--- src/rtl/bank_arbiter_pkg.sv ---
// Shared sizes and FSM encodings for the bank arbiter slice.
// The per-core widths default the top-level parameters.
package bank_arbiter_pkg;

  localparam int NUM_OF_CORES   = 4;
  localparam int CORE_ID_SIZE   = 2;
  localparam int BANK_ADDR_SIZE = 8;
  localparam int BANK_REG_SIZE  = 8;
  localparam int DEF_MAX_BURST  = 4;

  // Wide enough for the largest legal burst length (15)
  localparam int BURST_CNT_W    = 4;

  typedef enum logic [0:0] {
    ARB_ST_ARB  = 1'b0,
    ARB_ST_LOCK = 1'b1
  } arb_state_e;

endpackage

--- src/rtl/bank_arbiter_rr_pick.sv ---
// Combinational round-robin picker: first set bit of mask searching upward from ptr+1.
// low_en substitutes low_idx for ptr so that low_idx becomes the lowest-priority core.
module rr_pick #(
  parameter int NUM_REQ = 4,
  parameter int ID_W    = 2
) (
  input  logic [NUM_REQ-1:0] mask,
  input  logic [ID_W-1:0]    ptr,
  input  logic               low_en,
  input  logic [ID_W-1:0]    low_idx,
  output logic               valid,
  output logic [ID_W-1:0]    idx,
  output logic [NUM_REQ-1:0] onehot
);

  logic [ID_W-1:0] w_base;
  logic [ID_W-1:0] w_cand;

  assign w_base = low_en ? low_idx : ptr;

  always_comb begin
    valid  = 1'b0;
    idx    = '0;
    onehot = '0;
    w_cand = '0;
    for (int k = 1; k <= NUM_REQ; k++) begin
      w_cand = ID_W'((int'(w_base) + k) % NUM_REQ);
      if (!valid && mask[w_cand]) begin
        valid          = 1'b1;
        idx            = w_cand;
        onehot[w_cand] = 1'b1;
      end
    end
  end

endmodule

--- src/rtl/bank_arbiter.sv ---
// Round-robin arbiter and sequencer for one shared-memory bank with short locked bursts.
// Grants are combinational; ready and read data return to the winner one cycle later.
module bank_arbiter
  import bank_arbiter_pkg::*;
#(
  parameter int NUM_REQ   = NUM_OF_CORES,
  parameter int ID_W      = CORE_ID_SIZE,
  parameter int ADDR_W    = BANK_ADDR_SIZE,
  parameter int DATA_W    = BANK_REG_SIZE,
  parameter int MAX_BURST = DEF_MAX_BURST
) (
  input  logic                      clk,
  input  logic                      reset,
  input  logic [NUM_REQ-1:0]        req_rd,
  input  logic [NUM_REQ-1:0]        req_wr,
  input  logic [NUM_REQ-1:0]        req_lock,
  input  logic [NUM_REQ*ADDR_W-1:0] req_addr,
  input  logic [NUM_REQ*DATA_W-1:0] req_wdata,
  output logic [ADDR_W-1:0]         bank_addr,
  output logic [DATA_W-1:0]         bank_wdata,
  output logic                      bank_re,
  output logic                      bank_we,
  input  logic [DATA_W-1:0]         bank_rdata,
  output logic [NUM_REQ-1:0]        gnt,
  output logic [NUM_REQ-1:0]        ready,
  output logic [NUM_REQ*DATA_W-1:0] rd_data
);

  arb_state_e             r_state;
  arb_state_e             w_state_nxt;
  logic [ID_W-1:0]        r_ptr;
  logic [ID_W-1:0]        r_owner;
  logic [BURST_CNT_W-1:0] r_burst_cnt;
  logic [BURST_CNT_W-1:0] w_burst_nxt;
  logic [NUM_REQ-1:0]     r_wr_mask;

  logic [NUM_REQ-1:0]     r_gnt_q;
  logic [ID_W-1:0]        r_id_q;
  logic                   r_rd_q;

  logic [NUM_REQ-1:0]     w_elig;
  logic                   w_own_cont;
  logic                   w_lock_exit;
  logic                   w_pick_vld;
  logic [ID_W-1:0]        w_pick_idx;
  logic [NUM_REQ-1:0]     w_pick_onehot;

  logic                   w_win_vld;
  logic [ID_W-1:0]        w_win_idx;
  logic [NUM_REQ-1:0]     w_win_onehot;
  logic                   w_win_wr;
  logic                   w_win_rd;
  logic                   w_enter_lock;

  // A core that just had a write granted sits out one cycle while it samples ready
  assign w_elig = (req_rd | req_wr) & ~r_wr_mask;

  assign w_own_cont  = (r_state == ARB_ST_LOCK) && w_elig[r_owner] && req_lock[r_owner] &&
                       (r_burst_cnt < BURST_CNT_W'(MAX_BURST));
  assign w_lock_exit = (r_state == ARB_ST_LOCK) && !w_own_cont;

  rr_pick #(
    .NUM_REQ (NUM_REQ),
    .ID_W    (ID_W)
  ) u_rr_pick (
    .mask    (w_elig),
    .ptr     (r_ptr),
    .low_en  (w_lock_exit),
    .low_idx (r_owner),
    .valid   (w_pick_vld),
    .idx     (w_pick_idx),
    .onehot  (w_pick_onehot)
  );

  // FSM state register
  always_ff @(posedge clk or posedge reset) begin
    if (reset) begin
      r_state     <= ARB_ST_ARB;
      r_burst_cnt <= '0;
      r_owner     <= '0;
      r_ptr       <= ID_W'(NUM_REQ - 1);
    end else begin
      r_state     <= w_state_nxt;
      r_burst_cnt <= w_burst_nxt;
      if (w_enter_lock) begin
        r_owner <= w_win_idx;
      end
      if (w_win_vld) begin
        r_ptr <= w_win_idx;
      end
    end
  end

  // FSM next state; a forced or voluntary exit may immediately re-lock to a new winner
  always_comb begin
    w_state_nxt = ARB_ST_ARB;
    w_burst_nxt = '0;
    if (w_own_cont) begin
      w_state_nxt = ARB_ST_LOCK;
      w_burst_nxt = r_burst_cnt + 1'b1;
    end else if (w_enter_lock) begin
      w_state_nxt = ARB_ST_LOCK;
      w_burst_nxt = BURST_CNT_W'(1);
    end
  end

  // FSM outputs: winner selection, blanked while reset is high
  always_comb begin
    w_win_vld    = 1'b0;
    w_win_idx    = '0;
    w_win_onehot = '0;
    if (!reset) begin
      if (w_own_cont) begin
        w_win_vld             = 1'b1;
        w_win_idx             = r_owner;
        w_win_onehot[r_owner] = 1'b1;
      end else if (w_pick_vld) begin
        w_win_vld    = 1'b1;
        w_win_idx    = w_pick_idx;
        w_win_onehot = w_pick_onehot;
      end
    end
  end

  assign w_win_wr     = w_win_vld & req_wr[w_win_idx];
  assign w_win_rd     = w_win_vld & req_rd[w_win_idx] & ~req_wr[w_win_idx];
  assign w_enter_lock = w_win_vld && req_lock[w_win_idx] && (MAX_BURST > 1);

  assign gnt     = w_win_onehot;
  assign bank_we = w_win_wr;
  assign bank_re = w_win_rd;

  always_comb begin
    bank_addr  = '0;
    bank_wdata = '0;
    if (w_win_vld) begin
      bank_addr  = req_addr[w_win_idx*ADDR_W +: ADDR_W];
      bank_wdata = req_wdata[w_win_idx*DATA_W +: DATA_W];
    end
  end

  // Response stage: one cycle behind the grant, aligned with bank_rdata
  always_ff @(posedge clk or posedge reset) begin
    if (reset) begin
      r_wr_mask <= '0;
      r_gnt_q   <= '0;
      r_id_q    <= '0;
      r_rd_q    <= 1'b0;
    end else begin
      r_wr_mask <= w_win_wr ? w_win_onehot : '0;
      r_gnt_q   <= w_win_onehot;
      r_id_q    <= w_win_idx;
      r_rd_q    <= w_win_rd;
    end
  end

  assign ready = r_gnt_q;

  always_comb begin
    rd_data = '0;
    if (r_rd_q) begin
      rd_data[r_id_q*DATA_W +: DATA_W] = bank_rdata;
    end
  end

endmodule

--- config.mk ---
export PLATFORM = sky130hd
export DESIGN_NAME = bank_arbiter
export DESIGN_NICKNAME = d
export VERILOG_FILES = /design/src/rtl/bank_arbiter_pkg.sv /design/src/rtl/bank_arbiter_rr_pick.sv /design/src/rtl/bank_arbiter.sv
export SDC_FILE = /design/constraint.sdc
export NUM_CORES = 1
export LEC_CHECK = 0
export CORE_MARGIN = 3
export CORE_UTILIZATION = 43
export DETAILED_ROUTE_END_ITERATION = 7
export GPL_ROUTABILITY_DRIVEN = 0
export GPL_TIMING_DRIVEN = 0
export PLACE_DENSITY = 0.92
export REMOVE_ABC_BUFFERS = 1
export SLEW_MARGIN = 20
export SYNTH_ARGS = -nofsm -noshare
export SYNTH_HDL_FRONTEND = slang
export SYNTH_SLANG_ARGS = --single-unit
export TNS_END_PERCENT = 30
--- constraint.sdc ---
create_clock -name clk -period 12.7 [get_ports clk]
set_input_delay 2.54 -clock clk [delete_from_list [all_inputs] [get_ports clk]]
set_output_delay 2.54 -clock clk [all_outputs]
set_load 0.03 [all_outputs]
==> results of run 1 <==
## cells in the final DEF (no fill, tap or decap), types with 3 or more instances in the layout
| cell | count |
|---|---|
| inv_1 | 10 |
| dfrtp_1 | 18 |
| and3_1 | 3 |
| a21o_1 | 3 |
| a22oi_1 | 3 |
| ha_1 | 14 |
| clkdlybuf4s50_1 | 143 |
| nor2b_1 | 5 |
| a21oi_2 | 3 |
| and4_1 | 3 |
| a211o_1 | 3 |
| mux2i_1 | 34 |
| nor2_1 | 15 |
| a221o_1 | 4 |
| o22ai_1 | 15 |
| o21ba_2 | 4 |
| nand2b_1 | 5 |
| clkbuf_8 | 3 |
| nand4_1 | 5 |
| mux2_4 | 3 |
| nand2_1 | 21 |
| and2_1 | 41 |
| a21oi_1 | 8 |
| nor3_1 | 4 |
| nand3_1 | 3 |
| a211oi_1 | 5 |
## power by group through the flow
stage	clock network [mW]	logic, mW	registers [mW]
after global routing	0.0670	1.19	0.124
after global placement	0	1.07	0.119
final	0.0624	1.11	0.120
after floorplan	0	0.768	0.117
after detailed placement	0	1.11	0.121
after CTS	0.0638	1.11	0.119
## worst max-delay path by stage
stage	from	endpoint	cells past startpoint
after floorplan	req_rd[2]	bank_wdata[1]	11
after global placement	req_wr[2]	bank_re	15
after detailed placement	req_wr[2]	bank_re	16
after CTS	req_wr[2]	bank_re	15
after global routing	req_wr[2]	bank_re	15
final	req_wr[2]	bank_re	16
## stage by stage
stage	setup WS, ns	power [mW]	cells	util [%]	cell area [um^2]
finish	2.04	1.30	504	71.9	4110
global route	1.72	1.38	504	71.9	4110
CTS	2.10	1.30	504	71.9	4110
detailed placement	2.11	1.23	500	70.7	4030
global placement	2.23	1.19	500	70.7	4030
floorplan	3.70	0.885	285	-	2510
## cell type report
class | instances | area [um^2] | share of cell area, %
well taps | 72 | 90.1 | 2.19
inverters | 13 | 53.8 | 1.31
multi-input cells | 252 | 1960 | 47.6
repair buffers | 143 | 1430 | 34.9
clock buffers | 3 | 41.3 | 1.01
flip-flops and latches | 20 | 503 | 12.3
clock inverters | 1 | 30.0 | 0.731
## sequential cells by signal, summed over array words and instances (netlist names)
| name | cells |
|---|---|
| r_burst_cnt | 4 |
| r_owner | 2 |
| ready | 4 |
| r_state | 1 |
| r_ptr | 2 |
| r_id_q | 2 |
| r_wr_mask | 4 |
| r_rd_q | 1 |
## worst max-delay path, stage by stage
cell             delay (ns)
clkdlybuf4s50_1        0.49
o21ba_1                0.34
o2111a_2               0.29
nand4_1                0.48
a22oi_1                0.61
inv_1                  0.14
ha_1                   0.38
nand2_1                0.09
o21ai_0                0.09
a22o_1                 0.22
a41o_1                 0.40
or3_4                  0.69
inv_6                  0.15
mux2_4                 0.36
and2_1                 0.22
clkdlybuf4s50_1        0.62
## kinds of logic (layout without fill, tap and decap cells)
family,count (synthesis),after routing,synth area share (%)
buffers and inverters,30,160,6.52
other,1,1,0.143
flip-flops,20,20,19.1
adder cells (fa/ha/maj),14,14,6.66
AND/OR/NAND/NOR,118,118,25.8
multiplexers,39,39,15.5
AO/OA/AOI/OAI,80,80,26.3
## metal layers
layer | track usage (%) | share of wire, % | up-vias
met5 | 0 | 0 | -
met4 | 6.14 | 2.0 | 0
met3 | 5.40 | 10 | 20
met2 | 42.0 | 49 | 185
met1 | 26.7 | 39 | 1334
li1 | - | - | 1378
==> results.toml, run 1 <==
[clock_network]
cts.root.buffer_cell = "clkbuf_8"
cts_tree = "done"
cts_hold_buf = 0
clkSlewWorstSetupHoldPaths_ns = 0.07
clock_latency_ns = 0.26
cts_buffer_depth = 2
clock_sinks = 20
postCtsSetupBuffers = 0
cts_resized = 0
cts_buffers = 3
htree_levels = 1

[detailed_routing]
wl_per_cell_um = 17.0
dr_total_vias = 2917
wl_mm = 8.58
drt-initial-drc-count = 203
via_per_inst = 5.79
drt_pass1_iterations = 6
antenna_left = 0
drc = 0

[global_routing]
grt_pass1_wl_mm = 13.5
grt_pass1_vias = 2885
grt_start_max_net_pins = 36
antenna_found_initial = 0
gr-usage-all-layers_pct = 23.0
grt_overflow = 0

[placed_design]
port_buffers = 143
dp_hpwl_mm = 7.01

[synthesis]
synth_largest_area_cell = "dfrtp_1"
syn_area_mm2 = 0.00263
synth_warnings = 0
syn_inst = 302
synth_edf_count = 0
synth_common_cells = "and2_1, mux2i_1, nand2_1, dfrtp_1"
yosys_most_used_dff = "dfrtp_1"
syn_avg_cell_area_um2 = 8.71
yosysSeqAreaShare_pct = 19.1
ys_ff_latch = 20
synthTopCellsByArea = "dfrtp_1, mux2i_1, and2_1"
synth_most_common_cell = "and2_1"
synth.top_cell.area_share_pct = 17.1
async_flop_share_pct = 100
synth.distinct_cells = 69

[layout]
syn_to_final_growth_pct = 56.1
n_antenna_cell = 0
finalNetCount = 533
fill_cells = 446
layout-drive-gt1-share_pct = 8.56

[setup_path]
cp_data_required_time_ns = 10.16
startpoint_type = "input pin"
r2r_cells = 15
reg2reg_setup_slack_ns = 7.45
setup.worst_path.class = "in -> out"
r2r_end = "r_state"
worstPathArrival_ns = 8.12
cp_max_fo = 35
r2r-start = "r_owner[0]"
endpoint_kind = "primary output"

[hold_path]
hold_path_depth = 2
hold_end = "r_ptr[1]"
hp-start = "r_ptr[1]"
hp-class = "reg -> reg"

[floorplan]
initial_core_util_pct = 46.1
die_h_um = 84.2
die_x_um = 84.2
rows = 27
die_area_mm2 = 0.00709
ios = 144
core_mm2 = 0.00571

[pwr]
cellLeakagePower_nw = 1.78
p_per_area_mw_per_mm2 = 316
internal-power_mw = 0.598
combPwrFrac_pct = 85.9
ir_drop_mv = 0.278
net-switching-power_mw = 0.698
power.share.clock_pct = 4.8
sw_frac_of_total_pct = 53.9
pwr-share-seq_pct = 9.3

[sta]
finalCritPeriodShare_pct = 83.9
setup-tns-final_ns = 0
worst_pin_slew_ns = 0.934
setup_viol = 0
hold_viol_final = 0
skew_ns = 0.00496
finalCriticalPeriod_ns = 10.66
final_max_slew_viol_count = 0
whs_ns = 0.474
slew_headroom_pct = 37.7
rsz0062_at_grt = "false"
fmax_mhz = 93.8

[outcome]
status = "finished, final reports clean"

[job]
drv_cap = 0
Note: power is estimated with default switching activity, not from simulation.
==> run 2, diff against run 1 <==
Settings changed: CORE_UTILIZATION 43 to 40, PLACE_DENSITY 0.92 to 0.86.
Clock period 12.7 ns to 10 ns, I/O delays scaled along.
==> run 2 against run 1 <==
Net effect: setup slack got worse by 1.6 ns; clock power fell by 22%; sequential power rose by 27%; hold slack barely moved; sequential share of layout area rose by 0.079 points; critical path type unchanged; critical endpoint unchanged; largest power group unchanged.
==> results.toml, run 2 (synthesis gave the netlist of run 1 again) <==
[outcome]
status = "finished, final reports clean"

[detailed_routing]
wl_per_cell_um = 16.4
drc = 0
drt-initial-drc-count = 134
antenna_left = 0
via_per_inst = 5.72
wl_mm = 8.32
dr_total_vias = 2894
drt_pass1_iterations = 4

[clock_network]
clkSlewWorstSetupHoldPaths_ns = 0.06
clock_latency_ns = 0.24
cts_hold_buf = 0
cts_buffer_depth = 2
postCtsSetupBuffers = 0
cts_resized = 0
clock_sinks = 20
htree_levels = 1
cts_buffers = 3
cts.root.buffer_cell = "clkbuf_8"
cts_tree = "done"

[floorplan]
die_h_um = 87.1
ios = 144
die_x_um = 87.1
die_area_mm2 = 0.00758
rows = 28
initial_core_util_pct = 42.9
core_mm2 = 0.00613

[pwr]
pwr-share-seq_pct = 9.5
ir_drop_mv = 0.326
sw_frac_of_total_pct = 54.4
cellLeakagePower_nw = 1.77
internal-power_mw = 0.732
combPwrFrac_pct = 87.5
power.share.clock_pct = 3.0
net-switching-power_mw = 0.873
p_per_area_mw_per_mm2 = 394

[job]
drv_cap = 0

[setup_path]
reg2reg_setup_slack_ns = 4.78
cp_max_fo = 22
r2r-start = "r_owner[0]"
crit_start = "req_wr[2]"
setup.worst_path.class = "in -> out"
startpoint_type = "input pin"
endpoint_kind = "primary output"
cp_data_required_time_ns = 8.00
worstPathArrival_ns = 7.60

[placed_design]
place_ws_ns = 0.478
dp_hpwl_mm = 6.83
dpl_cell_area_mm2 = 0.00404
port_buffers = 143

[global_routing]
grt_pass1_vias = 2779
grt_pass1_wl_mm = 13.3
grt_start_max_net_pins = 36
grt_overflow = 0
antenna_found_initial = 0
gr-usage-all-layers_pct = 21.6

[sta]
worst_pin_slew_ns = 1.02
setup_viol = 0
finalCritPeriodShare_pct = 96.0
final_max_slew_viol_count = 0
hold_viol_final = 0
fmax_mhz = 104
slew_headroom_pct = 31.9
skew_ns = 0.00197
rsz0062_at_grt = "false"
finalCriticalPeriod_ns = 9.60
setup-tns-final_ns = 0
whs_ns = 0.474
fin_ws_ns = 0.399

[hold_path]
hp-class = "reg -> reg"
hp-start = "r_ptr[1]"

[layout]
layout-drive-gt1-share_pct = 8.35
n_antenna_cell = 0
syn_to_final_growth_pct = 55.1
final_common_cell = "clkdlybuf4s50_1"
post-route-cell-area_mm2 = 0.00408
finalNetCount = 533
final_cell_mix = "clkdlybuf4s50_1, and2_1, mux2i_1"
## run 2: cell types whose count changed in the layout (fill, tap and decap cells not counted)
cell       delta
bufinv_16     -1
## run 2: path summary, 6_finish.rpt
| check | cells after the start | endpoint |
|---|---|---|
| max in group asynchronous | 2 | ready[2] |
| hold reg to reg | 2 | r_ptr[1] |
| hold / removal | 2 | r_ptr[1] |
| min in group asynchronous | 2 | r_owner[1] |
| setup reg to reg | 15 | r_state |
| setup / recovery | 15 | bank_re |
## run 2: stage by stage
stage / util, % / std cells / total power, mW
global placement: 65.9 / 503 / 1.52
global route: 66.5 / 506 / 1.73
detailed placement: 65.9 / 503 / 1.55
CTS: 66.5 / 506 / 1.60
finish: 66.5 / 506 / 1.61
floorplan: - / 285 / 1.12
## run 2: worst max-delay path, cell delays in order
cell and delay (ns):
clkdlybuf4s50_1 0.49, o21ba_1 0.37, o2111a_2 0.30, nand4_1 0.50, a22oi_1 0.62, inv_1 0.14, ha_1 0.37, o21ba_2 0.18
o221ai_1 0.14, a211o_1 0.19, and2_1 0.82, mux2i_1 0.31, mux2_4 0.25, and2_1 0.20, clkdlybuf4s50_1 0.71
## run 2: layout make-up
type	instances	area [um^2]
Clock buffer	3	41.3
Fill cell	522	2050
Inverter	13	53.8
Multi-Input combinational cell	252	1960
Sequential cell	20	503
Tap cell	75	93.8
Timing Repair Buffer	143	1430
## run 2: power by group through the flow
stage / clock network, mW / registers [mW] / logic, mW
after global routing: 0.0548 / 0.158 / 1.52
after detailed placement: 0 / 0.153 / 1.40
final: 0.0486 / 0.152 / 1.40
after CTS: 0.0500 / 0.152 / 1.40
after global placement: 0 / 0.152 / 1.37
after floorplan: 0 / 0.149 / 0.975
## run 2: routing by layer
metal | wire, um | global-route usage (%) | vias up
li1 | - | - | 1383
met1 | 3270 | 25.9 | 1336
met2 | 3970 | 38.5 | 169
met3 | 987 | 6.24 | 6
met4 | 91 | 3.68 | 0
met5 | 0 | 0 | -
